### config.mk
export PLATFORM = sky130hd
export DESIGN_NAME = h264_coretransform_pp
export DESIGN_NICKNAME = d
export VERILOG_FILES = /design/src/rtl/h264_transform_pkg.sv /design/src/rtl/h264_transform_1d.sv /design/src/rtl/h264_coretransform_pp.sv
export SDC_FILE = /design/constraint.sdc
export NUM_CORES = 1
export LEC_CHECK = 0
export CORE_MARGIN = 5
export CORE_UTILIZATION = 35
export DETAILED_ROUTE_END_ITERATION = 8
export SYNTH_ARGS = -nofsm -noshare
export SYNTH_HDL_FRONTEND = slang
export SYNTH_HIERARCHICAL = 1
export SYNTH_SLANG_ARGS = --single-unit
### constraint.sdc
create_clock -name CLK -period 12.85 [get_ports CLK]
set_clock_uncertainty 0.1 [all_clocks]
set_input_delay 1.285 -clock CLK [delete_from_list [all_inputs] [get_ports CLK]]
set_output_delay 1.285 -clock CLK [all_outputs]
set_load 0.05 [all_outputs]
### src/rtl/h264_transform_pkg.sv
// Shared definitions for the H.264 4x4 forward transform.
//   mode_e       : transform selector (integer core transform or luma-DC Hadamard)
//   CF_M / HAD_M : coefficient matrices, row v gives the weights for output v
//   row_w()      : width after one 1-D pass (each pass grows the word by 3 bits)
//   coef_w()     : width after both passes (full precision, no saturation)
package h264_transform_pkg;

    typedef enum logic {
        MODE_CORE = 1'b0,
        MODE_HAD  = 1'b1
    } mode_e;

    localparam int BLK_N       = 4;
    localparam int PASS_GROWTH = 3;

    localparam int CF_M [BLK_N][BLK_N] = '{
        '{1,  1,  1,  1},
        '{2,  1, -1, -2},
        '{1, -1, -1,  1},
        '{1, -2,  2, -1}
    };

    localparam int HAD_M [BLK_N][BLK_N] = '{
        '{1,  1,  1,  1},
        '{1,  1, -1, -1},
        '{1, -1, -1,  1},
        '{1, -1,  1, -1}
    };

    function automatic int row_w(input int in_w);
        return in_w + PASS_GROWTH;
    endfunction

    function automatic int coef_w(input int in_w);
        return in_w + 2 * PASS_GROWTH;
    endfunction

endpackage

### src/rtl/h264_transform_1d.sv
// Combinational 4-point transform (butterfly form) for either matrix.
//   x    : four signed W-bit inputs, element i at x[i*W +: W]
//   mode : MODE_CORE applies Cf, MODE_HAD applies the Hadamard matrix
//   y    : four signed (W+3)-bit outputs, element v at y[v*(W+3) +: W+3]
// The output is 3 bits wider than the input, so no intermediate can overflow.
module h264_transform_1d
    import h264_transform_pkg::*;
#(
    parameter  int W  = 9,
    localparam int YW = row_w(W)
) (
    input  logic [4*W-1:0]  x,
    input  mode_e           mode,
    output logic [4*YW-1:0] y
);

    logic signed [YW-1:0] xe [4];
    logic signed [YW-1:0] s0, s1, d0, d1;
    logic signed [YW-1:0] y0, y1, y2, y3;

    always_comb begin
        for (int i = 0; i < 4; i++) begin
            xe[i] = YW'($signed(x[i*W +: W]));
        end
        // Shared butterfly: sums/differences of the outer and inner pairs.
        s0 = xe[0] + xe[3];
        s1 = xe[1] + xe[2];
        d0 = xe[0] - xe[3];
        d1 = xe[1] - xe[2];
        y0 = s0 + s1;
        y2 = s0 - s1;
        if (mode == MODE_HAD) begin
            y1 = d0 + d1;
            y3 = d0 - d1;
        end else begin
            y1 = (d0 <<< 1) + d1;
            y3 = d0 - (d1 <<< 1);
        end
    end

    assign y = {y3, y2, y1, y0};

endmodule

### src/rtl/h264_coretransform_pp.sv
// 4x4 forward transform with a ping-pong block buffer.
//   CLK, RESET : clock (rising edge), asynchronous active-high reset
//   ENABLE     : row beat valid; a row is taken on an edge where ENABLE && READY
//   XXIN       : one residual row, column j at XXIN[j*IN_W +: IN_W]
//   MODE       : 0 core transform, 1 Hadamard; sampled with row 0 of each block
//   READY      : registered, write bank can take a row
//   VALID      : registered, YNOUT holds a coefficient
//   YNOUT      : registered signed coefficient, row-major order k=0..15
// Handshake: input rows move on ENABLE && READY; the output side has no
// backpressure, VALID marks each of the 16 coefficients of a block.
// The row pass is applied on load and the partial results stored; the column
// pass runs during drain, one coefficient per cycle, from the read bank.
module h264_coretransform_pp
    import h264_transform_pkg::*;
#(
    parameter  int IN_W        = 9,
    parameter  bit HADAMARD_EN = 1'b1,
    localparam int OUT_W       = coef_w(IN_W)
) (
    input  logic              CLK,
    input  logic              RESET,
    input  logic              ENABLE,
    input  logic [4*IN_W-1:0] XXIN,
    input  logic              MODE,
    output logic              READY,
    output logic              VALID,
    output logic [OUT_W-1:0]  YNOUT
);

    localparam int HW = row_w(IN_W);

    logic [HW-1:0]    bank_q [2][4][4];
    mode_e            mode_q [2];
    logic [1:0]       full_q, full_n;
    logic             wr_ptr_q, wr_ptr_n, rd_ptr_q;
    logic [1:0]       row_q;
    logic [3:0]       k_q;
    logic             ready_q, ready_n, valid_q;
    logic [OUT_W-1:0] ynout_q;

    logic                    accept, drain, last_row, last_k;
    mode_e                   mode_in, row_mode, col_mode;
    logic [4*HW-1:0]         row_h;
    logic [4*HW-1:0]         col_x;
    logic [4*OUT_W-1:0]      col_y;
    logic signed [OUT_W-1:0] col_sel, coef;

    assign accept   = ENABLE && ready_q;
    assign last_row = (row_q == 2'd3);
    assign drain    = full_q[rd_ptr_q];
    assign last_k   = (k_q == 4'd15);
    assign mode_in  = (HADAMARD_EN && MODE) ? MODE_HAD : MODE_CORE;
    // Row 0 uses the live MODE; later rows use what was latched for the bank.
    assign row_mode = (row_q == 2'd0) ? mode_in : mode_q[wr_ptr_q];
    assign col_mode = mode_q[rd_ptr_q];

    h264_transform_1d #(.W(IN_W)) u_row (
        .x    (XXIN),
        .mode (row_mode),
        .y    (row_h)
    );

    // Column v = k%4 of the read bank feeds the column pass.
    always_comb begin
        col_x = '0;
        for (int i = 0; i < 4; i++) begin
            col_x[i*HW +: HW] = bank_q[rd_ptr_q][i][k_q[1:0]];
        end
    end

    h264_transform_1d #(.W(HW)) u_col (
        .x    (col_x),
        .mode (col_mode),
        .y    (col_y)
    );

    always_comb begin
        col_sel = col_y[int'(k_q[3:2])*OUT_W +: OUT_W];
        coef    = (col_mode == MODE_HAD) ? (col_sel >>> 1) : col_sel;
    end

    // Bank occupancy after this edge; fill and free never hit the same bank.
    always_comb begin
        full_n   = full_q;
        wr_ptr_n = wr_ptr_q;
        if (drain && last_k) begin
            full_n[rd_ptr_q] = 1'b0;
        end
        if (accept && last_row) begin
            full_n[wr_ptr_q] = 1'b1;
            wr_ptr_n         = ~wr_ptr_q;
        end
        ready_n = ~full_n[wr_ptr_n];
    end

    always_ff @(posedge CLK or posedge RESET) begin
        if (RESET) begin
            for (int b = 0; b < 2; b++) begin
                mode_q[b] <= MODE_CORE;
                for (int r = 0; r < 4; r++) begin
                    for (int c = 0; c < 4; c++) begin
                        bank_q[b][r][c] <= '0;
                    end
                end
            end
            full_q   <= '0;
            wr_ptr_q <= 1'b0;
            rd_ptr_q <= 1'b0;
            row_q    <= '0;
            k_q      <= '0;
            ready_q  <= 1'b1;
            valid_q  <= 1'b0;
            ynout_q  <= '0;
        end else begin
            full_q   <= full_n;
            wr_ptr_q <= wr_ptr_n;
            ready_q  <= ready_n;
            if (accept) begin
                for (int v = 0; v < 4; v++) begin
                    bank_q[wr_ptr_q][row_q][v] <= row_h[v*HW +: HW];
                end
                if (row_q == 2'd0) begin
                    mode_q[wr_ptr_q] <= mode_in;
                end
                row_q <= row_q + 2'd1;
            end
            if (drain) begin
                ynout_q <= coef;
                valid_q <= 1'b1;
                k_q     <= k_q + 4'd1;
                if (last_k) begin
                    rd_ptr_q <= ~rd_ptr_q;
                end
            end else begin
                valid_q <= 1'b0;
            end
        end
    end

    assign READY = ready_q;
    assign VALID = valid_q;
    assign YNOUT = ynout_q;

endmodule

==> flow_metrics.py <==
metrics = {
    "sta": {
        "fin_crit_sh": 0.5780,
        "worstMarginPinSlew_ps": 1245,
        "maxSlewHeadroom": 0.1609,
        "finalHoldViolCount": 0,
        "drv_slew": 0,
        "fin_setup_tns_ps": 0,
        "period_minus_slack_ps": 7427,
        "setup_viol": 0,
        "max_freq_mhz": 134.6,
        "rsz0062_at_grt": "no",
        "setup_ws_ps": 5423,
    },
    "clocking": {
        "clock_sinks": 413,
        "cts_setup_buffers": 0,
        "htreeDepth": 2,
        "tritoncts": "built",
        "hold_buffers": 0,
        "clk_pin_slew_ps": 60,
        "cts_buffer_depth": 3,
        "cts_buffers": 45,
        "ctsRootBufferMaster": "clkbuf_16",
        "insertion_delay_ps": 590,
        "cts_resized": 0,
    },
    "yosys": {
        "synth.distinct_cells": 101,
        "yosys.area.top_type": "dfrtp_1",
        "yosys_warnings": 6,
        "synth_area_leaders": "dfrtp_1 36%, mux2_2 17%, ha_1 9.3%",
        "syn_area_mm2": 0.02900,
        "synth_flop_cell": "dfrtp_1",
        "synth_seq_cells": 413,
        "async_flop_share": 1.000,
        "synth-edff-count": 0,
        "yosysSeqAreaShare": 0.3564,
        "syn_nets": 2807,
        "avgSynthCellArea_um2": 11.46,
        "synth.top_cell.area_share": 0.3555,
        "syn_inst": 2531,
    },
    "placed_design": {
        "gp_congestion": 0.8599,
        "io_buffers": 56,
        "hpwl_mm": 51.07,
        "pre_cts_slack_ps": 5459,
    },
    "flow_run": {
        "max-cap-violations": 0,
    },
    "die": {
        "start_util": 0.3532,
        "core_area_mm2": 0.08211,
        "die_x_um": 297.8,
        "die-area_mm2": 0.08871,
        "die_h_um": 297.8,
        "pin_count": 57,
        "rows": 105,
    },
    "worst_setup_path": {
        "cp.arrival_ps": 7770,
        "path_max_fanout": 53,
        "criticalPathCategory": "register to register",
        "start_kind": "register",
        "rr_startpoint": "k_q[0]",
        "slowest_stage": "dfrtp_4",
        "crit_start": "k_q[0]",
        "cp.depth": 22,
        "cpMostUsedCell": "a21oi_1",
        "worstPathCellList": "buf_4 -> mux4_2 -> mux2_2 -> fa_1 -> nor2b_1 -> o31ai_2 -> a21oi_1 -> a21oi_1 -> xnor2_1 -> ha_1 -> inv_1 -> nor2_1 -> nand2_1 -> a211o_1 -> a31oi_1 -> a221o_1 -> nor3b_1 -> a21oi_1 -> xor2_1 -> mux4_2 -> mux2i_1 -> o21ai_0",
        "crit_family": "compound AO/OA/AOI/OAI gates",
        "endpoint_kind": "register",
        "worstReg2RegEnd": "YNOUT[13]",
        "max_stage_delay_ps": 1070,
        "critPathRequiredTime_ps": 13190,
        "r2r_cells": 22,
        "endpoint": "YNOUT[13]",
        "r2r_slack_ps": 5420,
        "path_buf_inv": 2,
    },
    "hold_path": {
        "hold_path_class": "register to register",
    },
    "global_route": {
        "grt_pass1_wl_mm": 113.2,
        "grt-ovfl-total": 0,
        "grt_usage": 0.1568,
        "grt_max_degree": 202,
        "grt_pass1_vias": 20620,
        "antenna_found_initial": 3,
    },
    "route": {
        "via_count": 19670,
        "wl_mm": 70.87,
        "drt_iter0_markers": 1286,
        "drc": 0,
        "ant_nets": 0,
        "dr.pass1.iters": 5,
        "wire_per_inst_um": 19.47,
        "detail_route.vias_per_cell": 5.404,
    },
    "cells_and_area": {
        "fill_cells": 7728,
        "drive_gt1_frac": 0.2801,
        "fin_nets": 2809,
        "syn_to_final_growth_pct": 10.80,
    },
    "outcome": {
        "status": "complete, no violations",
    },
}
-- layout make-up --
cell class | count | area, µm² | share of cell area
timing repair buffer | 81 | 760.7 | 0.02368
antenna | 2 | 5.005 | 0.0001558
clock inverter | 17 | 324.1 | 0.01009
inverter | 201 | 758.2 | 0.02360
sequential | 413 | 10350 | 0.3221
tap | 1070 | 1339 | 0.04167
multi-input combinational | 1791 | 17240 | 0.5365
clock buffer | 64 | 1359 | 0.04229
-- Yosys cell counts (all sizes together) (20+ instances only) --
| master | instances |
|---|---|
| dfrtp | 412 |
| inv | 201 |
| nand3 | 26 |
| nor2 | 124 |
| o21ai | 100 |
| a21o | 24 |
| o21bai | 35 |
| a21oi | 127 |
| nor3 | 29 |
| a211oi | 22 |
| xor2 | 47 |
| nand2b | 28 |
| mux2 | 438 |
| ha | 216 |
| nand2 | 78 |
| mux2i | 29 |
| nor2b | 22 |
| mux4 | 111 |
| o31ai | 22 |
| buf | 95 |
| xnor2 | 126 |
| fa | 20 |
| clkbuf | 31 |
-- metrics by stage --
| step | hold slack (ps) | area (µm²) | util | cells |
|---|---|---|---|---|
| 3_5_place_dp | 377.3 | 30440 | 0.3707 | 3556 |
| 3_3_place_gp | 356.5 | 30440 | 0.3707 | 3556 |
| 6_report | 378.3 | 32130 | 0.3913 | 3639 |
| 5_1_grt | 404.0 | 32130 | 0.3913 | 3638 |
| 2_1_floorplan | 373.8 | 29000 | - | 2531 |
| 4_1_cts | 390.8 | 32120 | 0.3912 | 3637 |
-- flip-flops by register name, summed over array words and instances (netlist names) --
register and count:
bank_q 384, full_q 2, k_q 4, row_q 2
READY 1, rd_ptr_q 1, VALID 1, wr_ptr_q 1
YNOUT 15, mode_q 2
-- cells by family (layout without fill, tap and decap cells) --
logic type | Yosys count | count (layout) | synth area share
mux | 578 | 578 | 0.2667
buf+inv | 327 | 363 | 0.05044
fa+ha+maj | 237 | 237 | 0.1074
xor+xnor | 174 | 174 | 0.05501
simple gates | 364 | 364 | 0.06088
compound gates | 438 | 438 | 0.1031
flops | 413 | 413 | 0.3564
other cells | 0 | 2 | 0
-- worst min-delay path, delay by kind of cell (launching register included) --
kind            cells  cell delay [ps]
flops               1              340
compound gates      1               60
simple gates        1               40
-- layer usage --
| metal | GRT usage | routed length (µm) |
|---|---|---|
| met5 | 0 | 0 |
| met4 | 0.03662 | 1408 |
| met3 | 0.02709 | 3477 |
| met2 | 0.2651 | 33710 |
| met1 | 0.2114 | 32270 |
-- worst min-delay path by stage --
stage	startpoint	end	slack, ps	cells past startpoint
finish	YNOUT[3]	YNOUT[3]	380	2
global route	bank_q[312]	bank_q[312]	400	1
CTS	YNOUT[4]	YNOUT[4]	390	2
detailed placement	YNOUT[11]	YNOUT[11]	380	2
global placement	YNOUT[14]	YNOUT[14]	360	2
floorplan	bank_q[251]	bank_q[251]	370	1
-- layout by cell type (no fill, tap or decap), types with 6 or more instances in the layout --
master	n
nor2_1	124
clkbuf_8	14
mux4_2	111
buf_4	24
nand3_1	25
mux2i_1	27
fa_1	20
nand2_2	6
o21a_1	15
xor2_1	45
mux2_2	438
nor3_1	29
a211oi_2	6
ha_1	216
a21o_1	24
inv_1	197
nand2b_1	27
nand2_1	72
xnor2_1	122
a31oi_1	12
bufinv_16	7
or2_2	6
a221oi_1	6
o21bai_1	35
and3_1	9
o21ai_0	91
nor2b_1	21
clkbuf_16	46
a21oi_1	123
or3_1	7
clkdlybuf4s50_1	56
o31a_1	9
o31ai_1	18
a211oi_1	16
o21ai_1	7
dfrtp_1	409
Power is not shown: default switching activity piles up to over one toggle a cycle in this logic, so the estimate is an artifact.
